### src/rtl/pick_place_pkg.sv
// Shared state encoding, opcode constants and command-field layout for the
// pick-and-place arm sequencer.
package pick_place_pkg;

   localparam int unsigned CMD_W   = 4;
   localparam int unsigned OP_MSB  = 3;
   localparam int unsigned OP_LSB  = 2;
   localparam int unsigned DST_BIT = 1;
   localparam int unsigned SRC_BIT = 0;

   localparam logic [1:0] OP_NOP_A = 2'b00;
   localparam logic [1:0] OP_MOVE  = 2'b01;
   localparam logic [1:0] OP_HOME  = 2'b10;
   localparam logic [1:0] OP_NOP_B = 2'b11;

   typedef enum logic [3:0] {
      S_IDLE,
      S_FETCH,
      S_ROT_SRC,
      S_PUSH_SRC,
      S_GRIP,
      S_LIFT_SRC,
      S_ROT_DST,
      S_PUSH_DST,
      S_RELEASE,
      S_LIFT_DST,
      S_HOMING
   } state_t;

   typedef struct packed {
      logic side;
      logic push;
      logic pinch;
      logic busy;
   } servo_t;

   // Servo levels held while in state s; side is kept unless the state rotates.
   function automatic servo_t state_servo(input state_t s, input logic src,
                                          input logic dst, input logic side);
      servo_t o;
      o = '{side: side, push: 1'b0, pinch: 1'b0, busy: 1'b1};
      case (s)
         S_ROT_SRC:  o.side = src;
         S_PUSH_SRC: o.push = 1'b1;
         S_GRIP:     begin o.push = 1'b1; o.pinch = 1'b1; end
         S_LIFT_SRC: o.pinch = 1'b1;
         S_ROT_DST:  begin o.side = dst; o.pinch = 1'b1; end
         S_PUSH_DST: begin o.push = 1'b1; o.pinch = 1'b1; end
         S_RELEASE:  o.push = 1'b1;
         S_LIFT_DST: o.busy = 1'b1;
         S_HOMING:   o.side = 1'b0;
         default:    o.busy = 1'b0;
      endcase
      return o;
   endfunction

endpackage

### src/rtl/cmd_fifo.sv
// Command queue; dout always shows the head entry, flush empties it.
module cmd_fifo #(
   parameter int unsigned DEPTH = 8,
   parameter int unsigned WIDTH = 4
) (
   input  logic             clk,
   input  logic             rst,
   input  logic             flush,
   input  logic             push,
   input  logic             pop,
   input  logic [WIDTH-1:0] din,
   output logic             full,
   output logic             empty,
   output logic [WIDTH-1:0] dout
);

   localparam int unsigned PTR_W = (DEPTH > 1) ? $clog2(DEPTH) : 1;
   localparam int unsigned CNT_W = $clog2(DEPTH + 1);

   logic [WIDTH-1:0] mem [DEPTH];
   logic [PTR_W-1:0] rd_ptr;
   logic [PTR_W-1:0] wr_ptr;
   logic [CNT_W-1:0] count;
   logic             do_push;
   logic             do_pop;

   assign full    = (count == CNT_W'(DEPTH));
   assign empty   = (count == '0);
   assign dout    = mem[rd_ptr];
   assign do_push = push && !full;
   assign do_pop  = pop && !empty;

   always_ff @(posedge clk) begin
      if (do_push) mem[wr_ptr] <= din;
   end

   // Power-of-two depth lets the pointers wrap naturally.
   always_ff @(posedge clk) begin
      if (rst || flush) begin
         rd_ptr <= '0;
         wr_ptr <= '0;
         count  <= '0;
      end else begin
         if (do_push) wr_ptr <= wr_ptr + PTR_W'(1);
         if (do_pop)  rd_ptr <= rd_ptr + PTR_W'(1);
         case ({do_push, do_pop})
            2'b10:   count <= count + CNT_W'(1);
            2'b01:   count <= count - CNT_W'(1);
            default: count <= count;
         endcase
      end
   end

endmodule

### src/rtl/pick_place_sequencer.sv
// Pick-and-place arm sequencer: queues commands and steps the servos through
// timed MOVE / HOME motion programs.
module pick_place_sequencer
   import pick_place_pkg::*;
#(
   parameter int unsigned STEP_TICKS = 25000000,
   parameter int unsigned FIFO_DEPTH = 8
) (
   input  logic             clk,
   input  logic             rst,
   input  logic [CMD_W-1:0] cmd,
   input  logic             cmd_valid,
   output logic             cmd_ready,
   input  logic             clear,
   input  logic             hold,
   output logic             sw_0,
   output logic             sw_180,
   output logic             sw_push,
   output logic             sw_pinch,
   output logic             busy,
   output logic             isdone
);

   localparam int unsigned TIMER_W = $clog2(STEP_TICKS + 1);
   localparam logic [TIMER_W-1:0] TIMER_RELOAD = TIMER_W'(STEP_TICKS - 1);

   state_t             state;
   state_t             state_nxt_c;
   servo_t             servo_nxt_c;
   logic [TIMER_W-1:0] timer;
   logic               fifo_full;
   logic               fifo_empty;
   logic [CMD_W-1:0]   fifo_dout;
   logic               pop_c;
   logic               accept_c;
   logic               dst_side;
   logic               done_flag;

   assign cmd_ready = ~fifo_full;
   assign accept_c  = cmd_valid && !fifo_full && !clear;
   assign isdone    = done_flag && (state == S_IDLE) && fifo_empty;

   cmd_fifo #(
      .DEPTH (FIFO_DEPTH),
      .WIDTH (CMD_W)
   ) u_cmd_fifo (
      .clk   (clk),
      .rst   (rst),
      .flush (clear),
      .push  (accept_c),
      .pop   (pop_c),
      .din   (cmd),
      .full  (fifo_full),
      .empty (fifo_empty),
      .dout  (fifo_dout)
   );

   // Next-state decode; hold freezes every transition including the pop.
   always_comb begin
      state_nxt_c = state;
      pop_c       = 1'b0;
      if (!hold) begin
         case (state)
            S_IDLE: if (!fifo_empty) state_nxt_c = S_FETCH;
            S_FETCH: begin
               if (fifo_empty) begin
                  state_nxt_c = S_IDLE;
               end else begin
                  pop_c = 1'b1;
                  case (fifo_dout[OP_MSB:OP_LSB])
                     OP_MOVE: state_nxt_c = S_ROT_SRC;
                     OP_HOME: state_nxt_c = S_HOMING;
                     default: state_nxt_c = S_FETCH;
                  endcase
               end
            end
            default: begin
               if (timer == '0) begin
                  case (state)
                     S_ROT_SRC:  state_nxt_c = S_PUSH_SRC;
                     S_PUSH_SRC: state_nxt_c = S_GRIP;
                     S_GRIP:     state_nxt_c = S_LIFT_SRC;
                     S_LIFT_SRC: state_nxt_c = S_ROT_DST;
                     S_ROT_DST:  state_nxt_c = S_PUSH_DST;
                     S_PUSH_DST: state_nxt_c = S_RELEASE;
                     S_RELEASE:  state_nxt_c = S_LIFT_DST;
                     default:    state_nxt_c = S_FETCH;
                  endcase
               end
            end
         endcase
      end
   end

   // Source side is only needed on the FETCH edge, while the head is still visible.
   assign servo_nxt_c = state_servo(state_nxt_c, fifo_dout[SRC_BIT], dst_side, sw_180);

   always_ff @(posedge clk) begin
      if (rst || clear) begin
         state     <= S_IDLE;
         timer     <= '0;
         sw_0      <= 1'b1;
         sw_180    <= 1'b0;
         sw_push   <= 1'b0;
         sw_pinch  <= 1'b0;
         busy      <= 1'b0;
         dst_side  <= 1'b0;
         done_flag <= 1'b0;
      end else begin
         state <= state_nxt_c;
         if (state_nxt_c != state) begin
            timer    <= TIMER_RELOAD;
            sw_0     <= ~servo_nxt_c.side;
            sw_180   <= servo_nxt_c.side;
            sw_push  <= servo_nxt_c.push;
            sw_pinch <= servo_nxt_c.pinch;
            busy     <= servo_nxt_c.busy;
         end else if (!hold && timer != '0) begin
            timer <= timer - TIMER_W'(1);
         end
         if (pop_c) dst_side <= fifo_dout[DST_BIT];
         if (accept_c) begin
            done_flag <= 1'b0;
         end else if (state_nxt_c == S_FETCH &&
                      (state == S_LIFT_DST || state == S_HOMING)) begin
            done_flag <= 1'b1;
         end
      end
   end

endmodule

### config.mk
export PLATFORM = sky130hd
export DESIGN_NAME = pick_place_sequencer
export DESIGN_NICKNAME = d
export VERILOG_FILES = /design/src/rtl/pick_place_pkg.sv /design/src/rtl/cmd_fifo.sv /design/src/rtl/pick_place_sequencer.sv
export SDC_FILE = /design/constraint.sdc
export NUM_CORES = 1
export LEC_CHECK = 0
export ABC_AREA = 0
export ABC_CLOCK_PERIOD_IN_PS = 4000
export CORE_UTILIZATION = 40
export CTS_BUF_LIST = sky130_fd_sc_hd__clkbuf_16
export DETAILED_ROUTE_END_ITERATION = 10
export SLEW_MARGIN = 10
export SYNTH_ARGS = -nofsm -noshare
export SYNTH_HDL_FRONTEND = slang
export SYNTH_SLANG_ARGS = --single-unit
### constraint.sdc
create_clock -name clk -period 4 [get_ports clk]
set_input_delay 0.8 -clock clk [delete_from_list [all_inputs] [get_ports clk]]
set_output_delay 0.8 -clock clk [all_outputs]
set_load 0.02 [all_outputs]
# Word level (Yosys, flattened, before mapping)
# Memories as Yosys holds them, arrays and structs flattened. A register that Yosys moved wholly into a read port is not among the register bits.
# Index checks and enable logic that the tools add are counted.
word_totals:
  regBits: 46
  mem_bits_rw: 32
  output_inout_bits: 7
  n_memories: 1
  input_bits: 9
classes:
  n_eq_ne: 26
  addsub: 5
  bitwise: 2
  muxes: 21
  n_reduce_logical: 25
mem_list:
  columns: ["name", "words", "word_bits", "read_ports", "rd_ports_with_merged_regs", "wr", "line", "rtl"]
  rows:
  - ["u_cmd_fifo.mem", 8, 4, 1, 1, 1, "cmd_fifo.sv:20", "logic [WIDTH-1:0] mem [DEPTH];"]
ops:
  columns: ["cell", "count"]
  rows:
  - ["$mux W25", 2]
  - ["$eq A4 B3 Y1 const B", 8]
  - ["$eq A4 B4 Y1 const B", 7]
  - ["$pmux W4 S7", 1]
  - ["$logic_not A25 Y1", 1]
  - ["$reduce_bool A25 Y1", 1]
  - ["$sub A25 B1 Y25 const B", 1]
  - ["$pmux W4 S2", 3]
  - ["$eq A4 B2 Y1 const B", 4]
  - ["$mux W4", 4]
  - ["$reduce_or A9 Y1", 1]
  - ["$eq A4 B1 Y1 const B", 2]
  - ["$logic_and A1 B1 Y1", 8]
  - ["$logic_not A4 Y1", 2]
  - ["$mux W1", 8]
  - ["$reduce_or A4 Y1", 2]
  - ["$add A3 B1 Y3 const B", 2]
  - ["$mux W3", 2]
  - ["$add A4 B1 Y4 const B", 1]
  - ["$eq A2 B1 Y1 const B", 2]
  - ["$eq A2 B2 Y1 const B", 2]
  - ["$logic_not A1 Y1", 4]
  - ["$ne A4 B4 Y1", 1]
  - ["$reduce_bool A2 Y1", 2]
  - ["other kinds (5)", 8]

# Depth between registers and ports, before layout
logic_depth:
  word_depth: 8
  depth_mapped: 12

# By module
# Synthesis repeated with hierarchy kept, for this count alone.
hier_totals:
  hier_cells: 345
  hier_area_um2: 3733.6
modules_own_cells:
  columns: ["module", "seq_area_each_um2", "area_each_um2", "cells_each", "instances"]
  rows:
  - ["cmd_fifo", 1221.2, 1879.3, 121, 1]
  - ["pick_place_sequencer", 720.7, 1854.3, 224, 1]

# Worst setup path after synthesis
# OpenSTA, ideal clock, no wires.
synth_path:
  path_type: "input port to flip-flop"
  start: "input port hold"
  end: "register u_cmd_fifo.count[3]"
  slack_ps: 1052
  t_required_ps: 3929
  cell_stages: 11
  arrival_time_ps: 2877
  cell_sequence: "clkbuf_1 > nor4_1 > and3_1 > clkbuf_1 > ha_1 > ha_1 > a21o_1 > a21oi_1 > xnor2_1 > or3_1 > a21oi_1"
synth_via:
  elab_chain_cells: 4
synth_rtl:
  columns: ["item", "line", "rtl"]
  rows:
  - ["start: declaration", "pick_place_sequencer.sv:15", "input logic hold,"]
  - ["$mux W1 (*)", "pick_place_sequencer.sv:62", "if (!hold) begin"]
  - ["$logic_and A1 B1 Y1 (*)", "cmd_fifo.sv:31", "assign do_pop = pop && !empty;"]
  - ["net u_cmd_fifo.do_pop", "cmd_fifo.sv:25", "logic do_pop;"]
  - ["$eq A2 B1 Y1 / $eq A2 B2 Y1 (equally long branches)", "cmd_fifo.sv:46", "case ({do_push, do_pop})"]
  - ["$pmux W4 S2 / $reduce_bool A2 Y1 (equally long branches)", null, null]
  - ["end signal: assignment", "cmd_fifo.sv:47", "2'b10: count <= count + CNT_W'(1);"]
  - ["end signal: assignment", "cmd_fifo.sv:48", "2'b01: count <= count - CNT_W'(1);"]
  - ["end signal: assignment", "cmd_fifo.sv:49", "default: count <= count;"]
  - ["end: declaration", "cmd_fifo.sv:23", "logic [CNT_W-1:0] count;"]
# Mark *: on every way through the listed nets, which the timed path passes. The rest lies on a longest branch.
# A chain may end at the register's enable or synchronous reset.

# Final worst setup path
layout_path:
  start: "input port hold"
  end: "register u_cmd_fifo.count[3]"
layout_via:
  elab_chain_cells: 4
layout_rtl:
  columns: ["item", "line"]
  rows:
  - ["$mux W1 (*)", "pick_place_sequencer.sv:62"]
  - ["$logic_and A1 B1 Y1 (*)", "cmd_fifo.sv:31"]
  - ["$eq A2 B1 Y1 / $eq A2 B2 Y1 (equally long branches)", "cmd_fifo.sv:46"]
  - ["$pmux W4 S2 / $reduce_bool A2 Y1 (equally long branches)", null]
# Mark *: on every way between the ends. The rest lies on a longest branch, timed or not.

==> metrics.txt <==
Mapped Avg Cell Area 10.8 um2; fin nets 378; Leak 1.45 nW; RSZ-0062 raised after global routing no; 1st-iter DRT viols 113; share of cells above drive strength 1 11.2%; first-pass GRT wire length 11900 um; Slowest-stage cell, CP clkdlybuf4s50_1; clk sink count 81; Seq cells post-synth 81; XOR/XNOR Fraction of Synth Area 7.21%; Tmin final 3.25 ns; fill count 846; Finished Layout Cells 476; commonest non-fill, non-tap cell in the layout dfxtp_1; Worst-Skew Late Latency 0.33 ns; Max clock buf depth 2; Post-DP Area 3990 um2; WL final 7160 um; H-tree Lvls 3; post-synth cell types 58; CP Class in -> reg; Primary FF master, synth dfxtp_1; chip height 99.0 um; Inst Count DP 460; commonest cells after routing, fill and taps aside 49 x dfxtp_1, 48 x nor2_1, 32 x edfxtp_1, 29 x a21oi_1, 22 x nand2_1; syn nets 366; Synth area leaders dfxtp_1 26%, edfxtp_1 26%, mux4_2 4.8%; Hold WC Path Type reg -> reg; async set-reset flop share out of synthesis 0%; I/O Pins 16; Via Count 2580; Yosys top cell area share 26.1%; Worst-path clk slew 0.06 ns; n_diodes 0; status completed; Remaining DRCs 0; Final GP Congestion 0.750; dpl hpwl 5090 um; Ys Warns 0; largest net degree at the start of global routing 39; Port Buffer Count 15; Area Growth Syn to Fin 13.4%; gr usage total 15.8%; synthesized cell area 3760 um2; initial antenna violation count 0; die width 99.0 um; count of hold-fix buffers inserted at cts 0; vias in the first global route 2451; worst-path fanout max 10; CTS tree yes; pwr dens 790 nW/um2; starting density of the core 40.9%; via/cell ratio 5.42; post-route setup TNS 0 ns; clk root buf clkbuf_16; design area 4270 um2; Post-Synthesis Cells 348; main combinational cell family by area after synthesis simple AND/OR/NAND/NOR gates; fmax 0.307 GHz; Final Hold Fails 0; CP Capture Type flop; share of synthesized area spent on multiplexers 6.15%; Std-Cell Rows 35; Max IR drop VDD 0.409 mV; fin. max-slew vios 0; number of synthesized flops with an enable pin 32; DR WL/cell 15.0 um; Clock Skews 0.00666 ns; full die area 9800 um2; critical path, cell by cell clkdlybuf4s50_1, nor4_1, and3_1, ha_1, ha_1, a21o_1, a21oi_1, xnor2_1, or3_1, a21oi_1; Max stage delay on crit path 0.59 ns; worst-margin pin slew 0.773 ns; Arrival @ worst endpoint 3.51 ns; Synth Area in Adders 3.19%; leading area contributor after synthesis dfxtp_1; max cap viols 0; post-synthesis sequential area ratio 51.6%; ANT nets after route 0; CP required 4.26 ns; router iterations before antenna repair 4; post_cts resized 0; Synth Area in Simple Gates 18.1%; Final Cycle Share 81.4%; grt total ovfl 0; final setup fails 0; complex-gate fraction of the synthesized area 10.4%; CTS buffer count 9; post-CTS setup buffers 0; Startpoint Class primary input; core area 9200 um2; max-slew headroom at the worst pin 47.8%
[routing by layer]
metal	share of wire, %	up-vias	GRT usage [%]
li1	-	1280	-
met2	47	25	25.2
met1	49	1267	20.7
met3	2.5	8	4.33
met5	0	-	0
met4	1.1	0	5.17
[critical path, delay by kind of cell]
family                     cells  cell delay (ns)
AOI/OAI and AO/OA              3             0.51
buffers and inverters          1             0.59
xor gates and xnor gates       1             0.10
adders and majority gates      2             0.50
and+or+nand+nor                3             1.01
[logic make-up (layout without fill, tap and decap cells)]
group,after synthesis,after routing
compound gates,54,54
xor+xnor,31,31
fa+ha+maj,9,9
buf+inv,27,44
flops,81,81
mux,13,13
simple gates,133,133
[per-stage QoR]
stage / utilization [%] / hold WS [ns] / power, mW / setup WS (ns)
after floorplan: - / 0.448 / 2.38 / 1.05
after global placement: 43.4 / 0.455 / 2.58 / 0.539
after detailed placement: 43.4 / 0.474 / 2.62 / 0.445
after CTS: 46.4 / 0.484 / 3.40 / 0.748
after global routing: 46.4 / 0.504 / 3.63 / 0.510
final: 46.4 / 0.474 / 3.37 / 0.745
[flip-flops by register name (all words and copies together) (netlist names), named ones only]
register and flops:
busy 1, sw_pinch 1, timer 25, dst_side 1, u_cmd_fifo.mem 32, u_cmd_fifo.count 4, u_cmd_fifo.wr_ptr 3, state 4
sw_push 1, done_flag 1, sw_0 1, u_cmd_fifo.rd_ptr 3
[power breakdown]
| part | total (mW) | switching [mW] | leakage, nW | internal, mW |
|---|---|---|---|---|
| Combinational | 1.48 | 0.825 | 0.623 | 0.651 |
| Sequential | 1.13 | 0.138 | 0.686 | 0.990 |
| Clock | 0.765 | 0.339 | 0.140 | 0.427 |
| Total | 3.37 | 1.30 | 1.45 | 2.07 |
[cell type report]
cell class,instances,area (um2),area share [%]
Clock buffer,9,225,5.28
Clock inverter,7,53.8,1.26
Inverter,10,37.5,0.880
Multi-Input combinational cell,240,1700,39.8
Sequential cell,81,1940,45.5
Tap cell,111,139,3.25
Timing Repair Buffer,18,173,4.05
[worst paths after layout]
kind | startpoint | to | slack, ns | depth (start not counted)
setup / recovery | hold | u_cmd_fifo.count[3]$_SDFFE_PP0P_ | 0.75 | 10
hold / removal | sw_push$_SDFFE_PP0P_ | sw_push$_SDFFE_PP0P_ | 0.47 | 2
setup reg to reg | flop | busy$_SDFFE_PP0P_ | 0.97 | 9
hold reg to reg | sw_push$_SDFFE_PP0P_ | sw_push$_SDFFE_PP0P_ | 0.47 | 2
[synth_stat cells (3+ instances only)]
cell       n
buf_6      3
nor2_1    48
mux4_2     8
nand2_1   22
a21oi_1   29
nand4_1    3
or3_1      7
xor2_1    13
inv_1     10
nor3_1    13
nor4_1    10
nand2b_1   6
ha_1       8
dfxtp_1   49
edfxtp_1  32
o21ai_0    3
xnor2_1   18
clkbuf_1  13
o211a_1    3
or4_4      3
mux2i_1    4
Power figures use the tool's default switching activity.
